$ cat config.mk
export PLATFORM = sky130hd
export DESIGN_NAME = uno_seq
export DESIGN_NICKNAME = d
export VERILOG_FILES = /design/src/rtl/uno_seq.sv
export SDC_FILE = /design/constraint.sdc
export NUM_CORES = 1
export LEC_CHECK = 0
export BUFFER_PORTS_ARGS = -buffer_cell sky130_fd_sc_hd__buf_2
export CAP_MARGIN = 20
export CORE_MARGIN = 4
export CORE_UTILIZATION = 30
export DETAILED_ROUTE_END_ITERATION = 8
export MAX_ROUTING_LAYER = met4
export PLACE_DENSITY_LB_ADDON = 0.25
export SLEW_MARGIN = 5
export SYNTH_ARGS = -nofsm -noshare
export SYNTH_HDL_FRONTEND = slang
export SYNTH_SLANG_ARGS = --single-unit
$ cat constraint.sdc
create_clock -name clk -period 5.5 [get_ports clk]
set_input_delay 1.1 -clock clk [delete_from_list [all_inputs] [get_ports clk]]
set_output_delay 1.1 -clock clk [all_outputs]
set_load 0.02 [all_outputs]
$ cat src/rtl/uno_seq.sv
// Upstream sequencer for the unified PE: turns operand beats into cycle-by-cycle
// uno control (MAC streams or Horner evaluations) and returns the captured result.
module uno_seq #(
  parameter int MAC_BW  = 16,
  parameter int NCOEF   = 4,
  parameter int LUT_LAT = 1,
  parameter int MAC_LAT = 1
) (
  input  logic                  clk,
  input  logic                  rst_n,
  input  logic                  in_valid,
  output logic                  in_ready,
  input  logic [1:0]            in_op,
  input  logic [MAC_BW-1:0]     in_x,
  input  logic [MAC_BW-1:0]     in_y,
  input  logic [2*MAC_BW-1:0]   in_z,
  input  logic                  in_last,
  output logic                  res_valid,
  input  logic                  res_ready,
  output logic [2*MAC_BW+3:0]   res_data,
  input  logic                  cfg_we,
  input  logic [1:0]            cfg_op,
  input  logic [2:0]            cfg_idx,
  input  logic [MAC_BW-1:0]     cfg_data,
  output logic                  cfg_err,
  output logic [1:0]            uno_op,
  output logic [MAC_BW-1:0]     uno_x,
  output logic [MAC_BW-1:0]     uno_y,
  output logic [2*MAC_BW-1:0]   uno_z,
  output logic [MAC_BW-1:0]     uno_coeff,
  output logic                  uno_first_cycle,
  output logic                  uno_last_cycle,
  output logic                  uno_acc_en,
  input  logic [2*MAC_BW+3:0]   uno_out
);

  typedef enum logic [2:0] {IDLE, MSTREAM, WARM, RUN, DRAIN, DONE} state_t;

  localparam logic [2:0] KLAST = 3'(NCOEF - 1);

  state_t            state;
  logic [3:0]        cnt;
  logic [2:0]        k;
  logic [2:0]        k_nx;
  logic              accept;
  logic              cfg_ok;
  // Bank 0 (MAC) is never written; the table is sized to the full index range.
  logic [MAC_BW-1:0] tab [0:3][0:7];

  assign accept = in_valid & in_ready;
  assign k_nx   = k + 3'd1;
  assign cfg_ok = (state == IDLE) && (cfg_op != 2'b00) && ({1'b0, cfg_idx} < 4'(NCOEF));

  always_ff @(posedge clk or negedge rst_n) begin
    if (!rst_n) begin
      state           <= IDLE;
      cnt             <= '0;
      k               <= '0;
      in_ready        <= 1'b0;
      res_valid       <= 1'b0;
      res_data        <= '0;
      cfg_err         <= 1'b0;
      uno_op          <= '0;
      uno_x           <= '0;
      uno_y           <= '0;
      uno_z           <= '0;
      uno_coeff       <= '0;
      uno_first_cycle <= 1'b0;
      uno_last_cycle  <= 1'b0;
      uno_acc_en      <= 1'b0;
      for (int b = 0; b < 4; b++)
        for (int i = 0; i < 8; i++)
          tab[b][i] <= '0;
    end else begin
      // Table write lands before any same-cycle beat reads it in later states.
      cfg_err <= 1'b0;
      if (cfg_we) begin
        if (cfg_ok) tab[cfg_op][cfg_idx] <= cfg_data;
        else        cfg_err <= 1'b1;
      end

      case (state)
        IDLE: begin
          in_ready <= 1'b1;
          if (accept) begin
            uno_x           <= in_x;
            uno_coeff       <= '0;
            uno_first_cycle <= 1'b0;
            uno_last_cycle  <= 1'b0;
            uno_acc_en      <= 1'b0;
            if (in_op == 2'b00) begin
              uno_op <= 2'b00;
              uno_y  <= in_y;
              uno_z  <= in_z;
              if (in_last) begin
                in_ready <= 1'b0;
                cnt      <= 4'(MAC_LAT);
                state    <= DRAIN;
              end else begin
                state <= MSTREAM;
              end
            end else begin
              uno_op   <= in_op;
              uno_y    <= (in_op == 2'b01) ? in_y : '0;
              uno_z    <= '0;
              in_ready <= 1'b0;
              cnt      <= 4'(LUT_LAT - 1);
              state    <= WARM;
            end
          end
        end

        MSTREAM: begin
          uno_op     <= 2'b00;
          uno_z      <= '0;
          uno_acc_en <= 1'b1;
          if (accept) begin
            uno_x <= in_x;
            uno_y <= in_y;
            if (in_last) begin
              in_ready <= 1'b0;
              cnt      <= 4'(MAC_LAT);
              state    <= DRAIN;
            end
          end else begin
            // Bubble: zero product keeps the accumulator unchanged.
            uno_x <= '0;
            uno_y <= '0;
          end
        end

        WARM: begin
          if (cnt == 4'd0) begin
            k               <= 3'd0;
            uno_coeff       <= tab[uno_op][3'd0];
            uno_first_cycle <= 1'b1;
            uno_last_cycle  <= (KLAST == 3'd0);
            state           <= RUN;
          end else begin
            cnt <= cnt - 4'd1;
          end
        end

        RUN: begin
          uno_first_cycle <= 1'b0;
          if (k == KLAST) begin
            uno_coeff      <= '0;
            uno_last_cycle <= 1'b0;
            cnt            <= 4'(MAC_LAT - 1);
            state          <= DRAIN;
          end else begin
            k              <= k_nx;
            uno_coeff      <= tab[uno_op][k_nx];
            uno_last_cycle <= (k_nx == KLAST);
          end
        end

        DRAIN: begin
          // MAC drain spans the last beat plus MAC_LAT hold cycles.
          if (uno_op == 2'b00) begin
            uno_x      <= '0;
            uno_y      <= '0;
            uno_z      <= '0;
            uno_acc_en <= 1'b1;
          end
          if (cnt == 4'd0) begin
            res_data        <= uno_out;
            res_valid       <= 1'b1;
            uno_op          <= '0;
            uno_x           <= '0;
            uno_y           <= '0;
            uno_z           <= '0;
            uno_coeff       <= '0;
            uno_first_cycle <= 1'b0;
            uno_last_cycle  <= 1'b0;
            uno_acc_en      <= 1'b0;
            state           <= DONE;
          end else begin
            cnt <= cnt - 4'd1;
          end
        end

        DONE: begin
          if (res_valid && res_ready) begin
            res_valid <= 1'b0;
            in_ready  <= 1'b1;
            state     <= IDLE;
          end
        end

        default: state <= IDLE;
      endcase
    end
  end

endmodule

=== Word level (Yosys, flattened, before mapping) ===
Cells that the tools add are included.
Widths: inputs -> output; s select.

* Output and inout port bits: 124
* Memory bits (writable): 0
* Bits in latches: 0
* Input port bits: 129
* Register bits: 646
* Memories: 0
* Bits in read-only memories: 0

* Divide/modulo/power cells: 0
* Magnitude comparators: 7
* $add $sub $neg: 2
* Eq/ne operators: 19
* $mul: 0
* Shift operators: 0
* Muxes and demuxes: 75
* Reduce and logical (&&, ||, !) cells: 29
* Bitwise operators: 5

{| class="wikitable"
|+ Operator list
! operator !! number
|-
| $bwmux 512 || 1
|-
| $mux 128 || 3
|-
| $bmux 128 s2 || 1
|-
| $demux 128 s2 || 1
|-
| $mux 16 || 15
|-
| $mux 32 || 4
|-
| $pmux 16 s3 || 2
|-
| $pmux 32 s3 || 1
|-
| $pmux 16 s4 || 1
|-
| $bmux 16 s3 || 1
|-
| $demux 16 s3 || 1
|-
| $mux 3 || 11
|-
| $mux 4 || 6
|-
| $ne 2x2->1 const B || 9
|-
| $pmux 3 s6 || 1
|-
| $pmux 4 s4 || 1
|-
| $mux 1 || 15
|-
| $reduce_and 3->1 || 5
|-
| $eq 3x2->1 const B || 4
|-
| $pmux 1 s3 || 3
|-
| $reduce_bool 3->1 || 3
|-
| $ge 4x4->1 const B || 2
|-
| $not 3->4 || 2
|-
| $reduce_and 4->1 || 2
|-
| 28 further kinds || 42
|}

=== Longest topological paths before layout ===
* Depth after elaboration: 9
* Depth in mapped cells: 10
* Gate-level depth less buffers: 7

=== Worst setup path before layout ===
OpenSTA, ideal clock, no wires.

* Path kind: input -> register
* Start point: in cfg_we
* End point: reg tab[69] (netlist name)
* Library setup time: 0.125 ns
* Path slack: 2.972 ns
* Required time: 5.375 ns
* Path buffers: 1
* Arrival time: 2.403 ns
* Stages on the path: 5
* Cell sequence: nor2b_1 > nand4_1 > nor2_1 > buf_4 > mux2_2

* Word-level cells in the longest chain between the ends: 1

{| class="wikitable"
|+ Ends and longest elaborated chain
! what !! line !! source
|-
| from (decl) || 21 || <nowiki>input logic cfg_we,</nowiki>
|-
| $reduce_and 2->1 (no source line) || n/a ||
|-
| to (signal, indexed assignment) || 78 || <nowiki>if (cfg_ok) tab[cfg_op][cfg_idx] <= cfg_data;</nowiki>
|-
| to (decl) || 48 || <nowiki>logic [MAC_BW-1:0] tab [0:3][0:7];</nowiki>
|}

Every way passes these cells.
A chain may end at the register's enable or synchronous reset.

=== Final worst setup path ===
* Start point: reg uno_op[1]
* End point: out uno_op[1]

{| class="wikitable"
|+ RTL lines
! what !! line !! source
|-
| from (decl) || 26 || <nowiki>output logic [1:0] uno_op,</nowiki>
|-
| from (signal assigned) || 103 || <nowiki>uno_op <= in_op;</nowiki>
|}

No word-level cell between the ends.

==> run_summary.xml <==
<?xml version="1.0" encoding="UTF-8"?>
<metrics>
  <group name="setup_path">
    <metric name="critPathMaxStageDelay" unit="ps">1020</metric>
    <metric name="r2r-start" unit="">k[0]$_DFFE_PN0P_</metric>
    <metric name="end_kind" unit="">output port</metric>
    <metric name="worstRegToRegCells" unit="">6</metric>
    <metric name="critPathMaxFanout" unit="">63</metric>
    <metric name="cpMaxStageDelayCell" unit="">sky130_fd_sc_hd__dfrtp_4</metric>
    <metric name="crit_required" unit="ps">4400</metric>
    <metric name="worst_ep_arrival_time" unit="ps">2520</metric>
    <metric name="setup.reg_to_reg.worst_slack" unit="ps">2060</metric>
    <metric name="crit-reg2reg-capture" unit="">uno_coeff[7]$_DFFE_PN0P_</metric>
    <metric name="start_kind" unit="">register</metric>
    <metric name="crit_path_cell_trace" unit="">buf_4 &gt; buf_2</metric>
    <metric name="timing_worst_setup_path_type" unit="">register to output port</metric>
  </group>
  <group name="synth">
    <metric name="syn_nets" unit="">2051</metric>
    <metric name="ys_types" unit="">58</metric>
    <metric name="yosys.cell_count.top_type" unit="">sky130_fd_sc_hd__dfrtp_1</metric>
    <metric name="synth_top_area_share" unit="">0.616</metric>
    <metric name="synth_edf_count" unit="">0</metric>
    <metric name="yosysTopAreaCell" unit="">sky130_fd_sc_hd__dfrtp_1</metric>
    <metric name="synth-main-ff-cell" unit="">sky130_fd_sc_hd__dfrtp_1</metric>
    <metric name="synth.yosys.seq_area_share" unit="">0.616</metric>
    <metric name="synthesis_warnings" unit="">0</metric>
    <metric name="post_synth_inst_count" unit="">1917</metric>
    <metric name="post_synth_most_frequent_cells" unit="">646 x sky130_fd_sc_hd__dfrtp_1, 376 x sky130_fd_sc_hd__clkbuf_1, 231 x sky130_fd_sc_hd__mux2_2</metric>
    <metric name="synth.ff_latch_count" unit="">646</metric>
    <metric name="post_synth.cell_area_avg" unit="sq um">13.7</metric>
    <metric name="netlist_area" unit="sq um">26200</metric>
    <metric name="asr_flop_ratio_synth" unit="">1.00</metric>
    <metric name="synth_top_cells_by_area" unit="">sky130_fd_sc_hd__dfrtp_1 62%, sky130_fd_sc_hd__mux2_2 9.9%, sky130_fd_sc_hd__mux4_2 6.9%</metric>
  </group>
  <group name="power_and_ir_drop">
    <metric name="total_leakage_power" unit="nW">14.4</metric>
    <metric name="vdd_drop_max" unit="V">0.000266</metric>
    <metric name="pwr_density_cell" unit="nW/um^2">498</metric>
  </group>
  <group name="sta">
    <metric name="min_period" unit="ps">3620</metric>
    <metric name="finalClockSkew" unit="ps">33.2</metric>
    <metric name="rsz0062_at_grt" unit="">false</metric>
    <metric name="worst_pin_slew" unit="ps">1080</metric>
    <metric name="slew_violations" unit="">0</metric>
    <metric name="timing.final.crit_share" unit="">0.659</metric>
    <metric name="max_freq" unit="MHz">276</metric>
    <metric name="report.final.hold_viol_count" unit="">0</metric>
    <metric name="final.setup.tns" unit="ps">0</metric>
    <metric name="worst_slack" unit="ps">1880</metric>
    <metric name="max-slew-margin-rel" unit="">0.279</metric>
    <metric name="final-setup-viol-count" unit="">0</metric>
  </group>
  <group name="die">
    <metric name="die-width" unit="microns">304</metric>
    <metric name="placementRows" unit="">108</metric>
    <metric name="ioPinCount" unit="">253</metric>
    <metric name="initial_core_util" unit="">0.302</metric>
    <metric name="core_area" unit="sq um">86800</metric>
    <metric name="fp.dieArea" unit="sq um">92200</metric>
    <metric name="die_height" unit="microns">304</metric>
  </group>
  <group name="clock_network">
    <metric name="post-cts-setup-buffers" unit="">0</metric>
    <metric name="post_cts_resized" unit="">0</metric>
    <metric name="cts_hold_buffers_added" unit="">0</metric>
    <metric name="clock_latency" unit="ps">610</metric>
    <metric name="clock_tree_from_tritoncts" unit="">built</metric>
    <metric name="clkSlewWorstSetupHoldPaths" unit="ps">50</metric>
    <metric name="cts-root-to-sink-buffers" unit="">3</metric>
    <metric name="cts-root-buf" unit="">sky130_fd_sc_hd__clkbuf_16</metric>
    <metric name="clock_sinks" unit="">646</metric>
    <metric name="cts_inserted_buffers" unit="">74</metric>
    <metric name="h-tree-depth" unit="">3</metric>
  </group>
  <group name="drt">
    <metric name="post_drt_via_cell_ratio" unit="">4.64</metric>
    <metric name="routed_wl" unit="microns">61900</metric>
    <metric name="detail_route.wl_per_cell" unit="microns">20.3</metric>
    <metric name="number_of_remaining_drc_errors" unit="">0</metric>
    <metric name="routed-via-count" unit="">14200</metric>
    <metric name="ant_nets" unit="">0</metric>
    <metric name="first_pass_iteration_count_of_the_detailed_router" unit="">5</metric>
    <metric name="drtIter0Drc" unit="">1003</metric>
  </group>
  <group name="global_route">
    <metric name="grt_pass1_wl" unit="microns">97000</metric>
    <metric name="grt_pass1_vias" unit="">15500</metric>
    <metric name="grt_remaining_overflow" unit="">0</metric>
    <metric name="gr-max-usage-layer" unit="">met2</metric>
    <metric name="met1_global_route_usage" unit="">0.187</metric>
    <metric name="largest_net_degree_at_the_start_of_global_routing" unit="">133</metric>
    <metric name="m2_gr_usage" unit="">0.207</metric>
    <metric name="global_route_total_usage_across_every_layer" unit="">0.137</metric>
    <metric name="use_met3" unit="">0.0265</metric>
    <metric name="number_of_antenna_violations_at_the_first_check_in_global_routing" unit="">3</metric>
  </group>
  <group name="min_path">
    <metric name="hold-path-endpoint" unit="">tab[146]$_DFFE_PN0P_</metric>
    <metric name="worst_hold_path_type" unit="">register to register</metric>
    <metric name="holdCritStartpoint" unit="">tab[146]$_DFFE_PN0P_</metric>
    <metric name="whs_path_depth" unit="">0</metric>
  </group>
  <group name="place">
    <metric name="portBuffers" unit="">252</metric>
    <metric name="placed_cells_incl_taps" unit="">2919</metric>
    <metric name="placed_area" unit="sq um">27500</metric>
    <metric name="place_worst_setup_slack" unit="ps">2050</metric>
    <metric name="finalWeightedCongestion" unit="">0.840</metric>
    <metric name="dp_hpwl" unit="microns">41000</metric>
  </group>
  <group name="final_layout">
    <metric name="design_area" unit="sq um">30000</metric>
    <metric name="syn_to_final_growth" unit="%">14.4</metric>
    <metric name="final_layout_size_suffix_gt1_frac" unit="">0.394</metric>
    <metric name="design.final.nets" unit="">1976</metric>
    <metric name="layoutNonFillerInstCount" unit="">3055</metric>
  </group>
  <group name="status">
    <metric name="run_status" unit="">completed</metric>
  </group>
  <group name="flow_run">
    <metric name="timing.max_cap.violations" unit="">0</metric>
  </group>
</metrics>
[sequential cells by signal (all words and copies together) (netlist names), 3 cells and up]
signal and flops:
tab 512, res_data 36, uno_z 32, uno_coeff 16, uno_x 16, uno_y 16
cnt 4, k 3, state 3
[layer usage]
metal  vias to the layer above  wire length [microns]  share of wire
li1                       6417                      -              -
met4                         0                   1620          0.026
met3                       116                   2620          0.042
met2                       283                  29300           0.47
met5                         -                      0              0
met1                      7362                  28300           0.46
[worst max-delay path by stage]
stage,start,end
2_1_floorplan,cfg_we,tab[69]$_DFFE_PN0P_
3_3_place_gp,k[0]$_DFFE_PN0P_,uno_coeff[3]$_DFFE_PN0P_
3_5_place_dp,k[0]$_DFFE_PN0P_,uno_coeff[7]$_DFFE_PN0P_
4_1_cts,uno_op[1]$_DFFE_PN0P_,uno_op[1]
5_1_grt,uno_op[1]$_DFFE_PN0P_,uno_op[1]
6_report,uno_op[1]$_DFFE_PN0P_,uno_op[1]
[metrics by stage]
step | hold WS, ps | utilization | power (W)
after floorplan | 424 | - | 0.00876
after global placement | 360 | 0.317 | 0.0101
after detailed placement | 362 | 0.317 | 0.0102
after CTS | 373 | 0.345 | 0.0151
after global routing | 379 | 0.346 | 0.0157
final | 369 | 0.346 | 0.0149
[cells by family after synthesis]
logic type      Yosys count  share of synthesized area
buf+inv                 445                     0.0690
simple gates            140                     0.0265
fa+ha+maj                 5                    0.00239
compound gates          274                     0.0768
mux                     406                      0.208
xor+xnor                  1                   0.000334
flops                   646                      0.616
[cells in the final DEF (no fill, tap or decap), types with 22 or more instances in the layout]
cell                        synthesis  final
sky130_fd_sc_hd__dfrtp_1          646    644
sky130_fd_sc_hd__buf_2             31    251
sky130_fd_sc_hd__mux2_2           231    231
sky130_fd_sc_hd__mux4_2            80     80
sky130_fd_sc_hd__clkbuf_16          0     75
sky130_fd_sc_hd__mux2i_1           65     65
sky130_fd_sc_hd__a22oi_1           64     64
sky130_fd_sc_hd__nand2_1           52     52
sky130_fd_sc_hd__a22o_1            50     50
sky130_fd_sc_hd__a21oi_1           49     49
sky130_fd_sc_hd__nor2_1            37     37
sky130_fd_sc_hd__o21ai_0           27     27
sky130_fd_sc_hd__buf_4             15     22
[critical path, delay by kind of cell, from the launching register on]
kind	cells	cell delay, ps
flip-flops	1	1020
buffers and inverters	2	880
[power breakdown]
| part | switching [W] | internal, W | total, W |
|---|---|---|---|
| Clock | 0.00196 | 0.00290 | 0.00486 |
| Combinational | 0.00239 | 0.00169 | 0.00408 |
| Sequential | 0.000578 | 0.00541 | 0.00599 |
| Total | 0.00493 | 0.0100 | 0.0149 |
[cell type report]
type                       instances  area [sq um]
timing repair buffer             283          1630
sequential                       646         16200
fill                            8376         56800
tap                             1155          1450
antenna                            3          7.51
inverter                          11          41.3
clock inverter                    22           250
clock buffer                     109          2170
multi-input combinational        826          8270
Power figures use the tool's default switching activity.
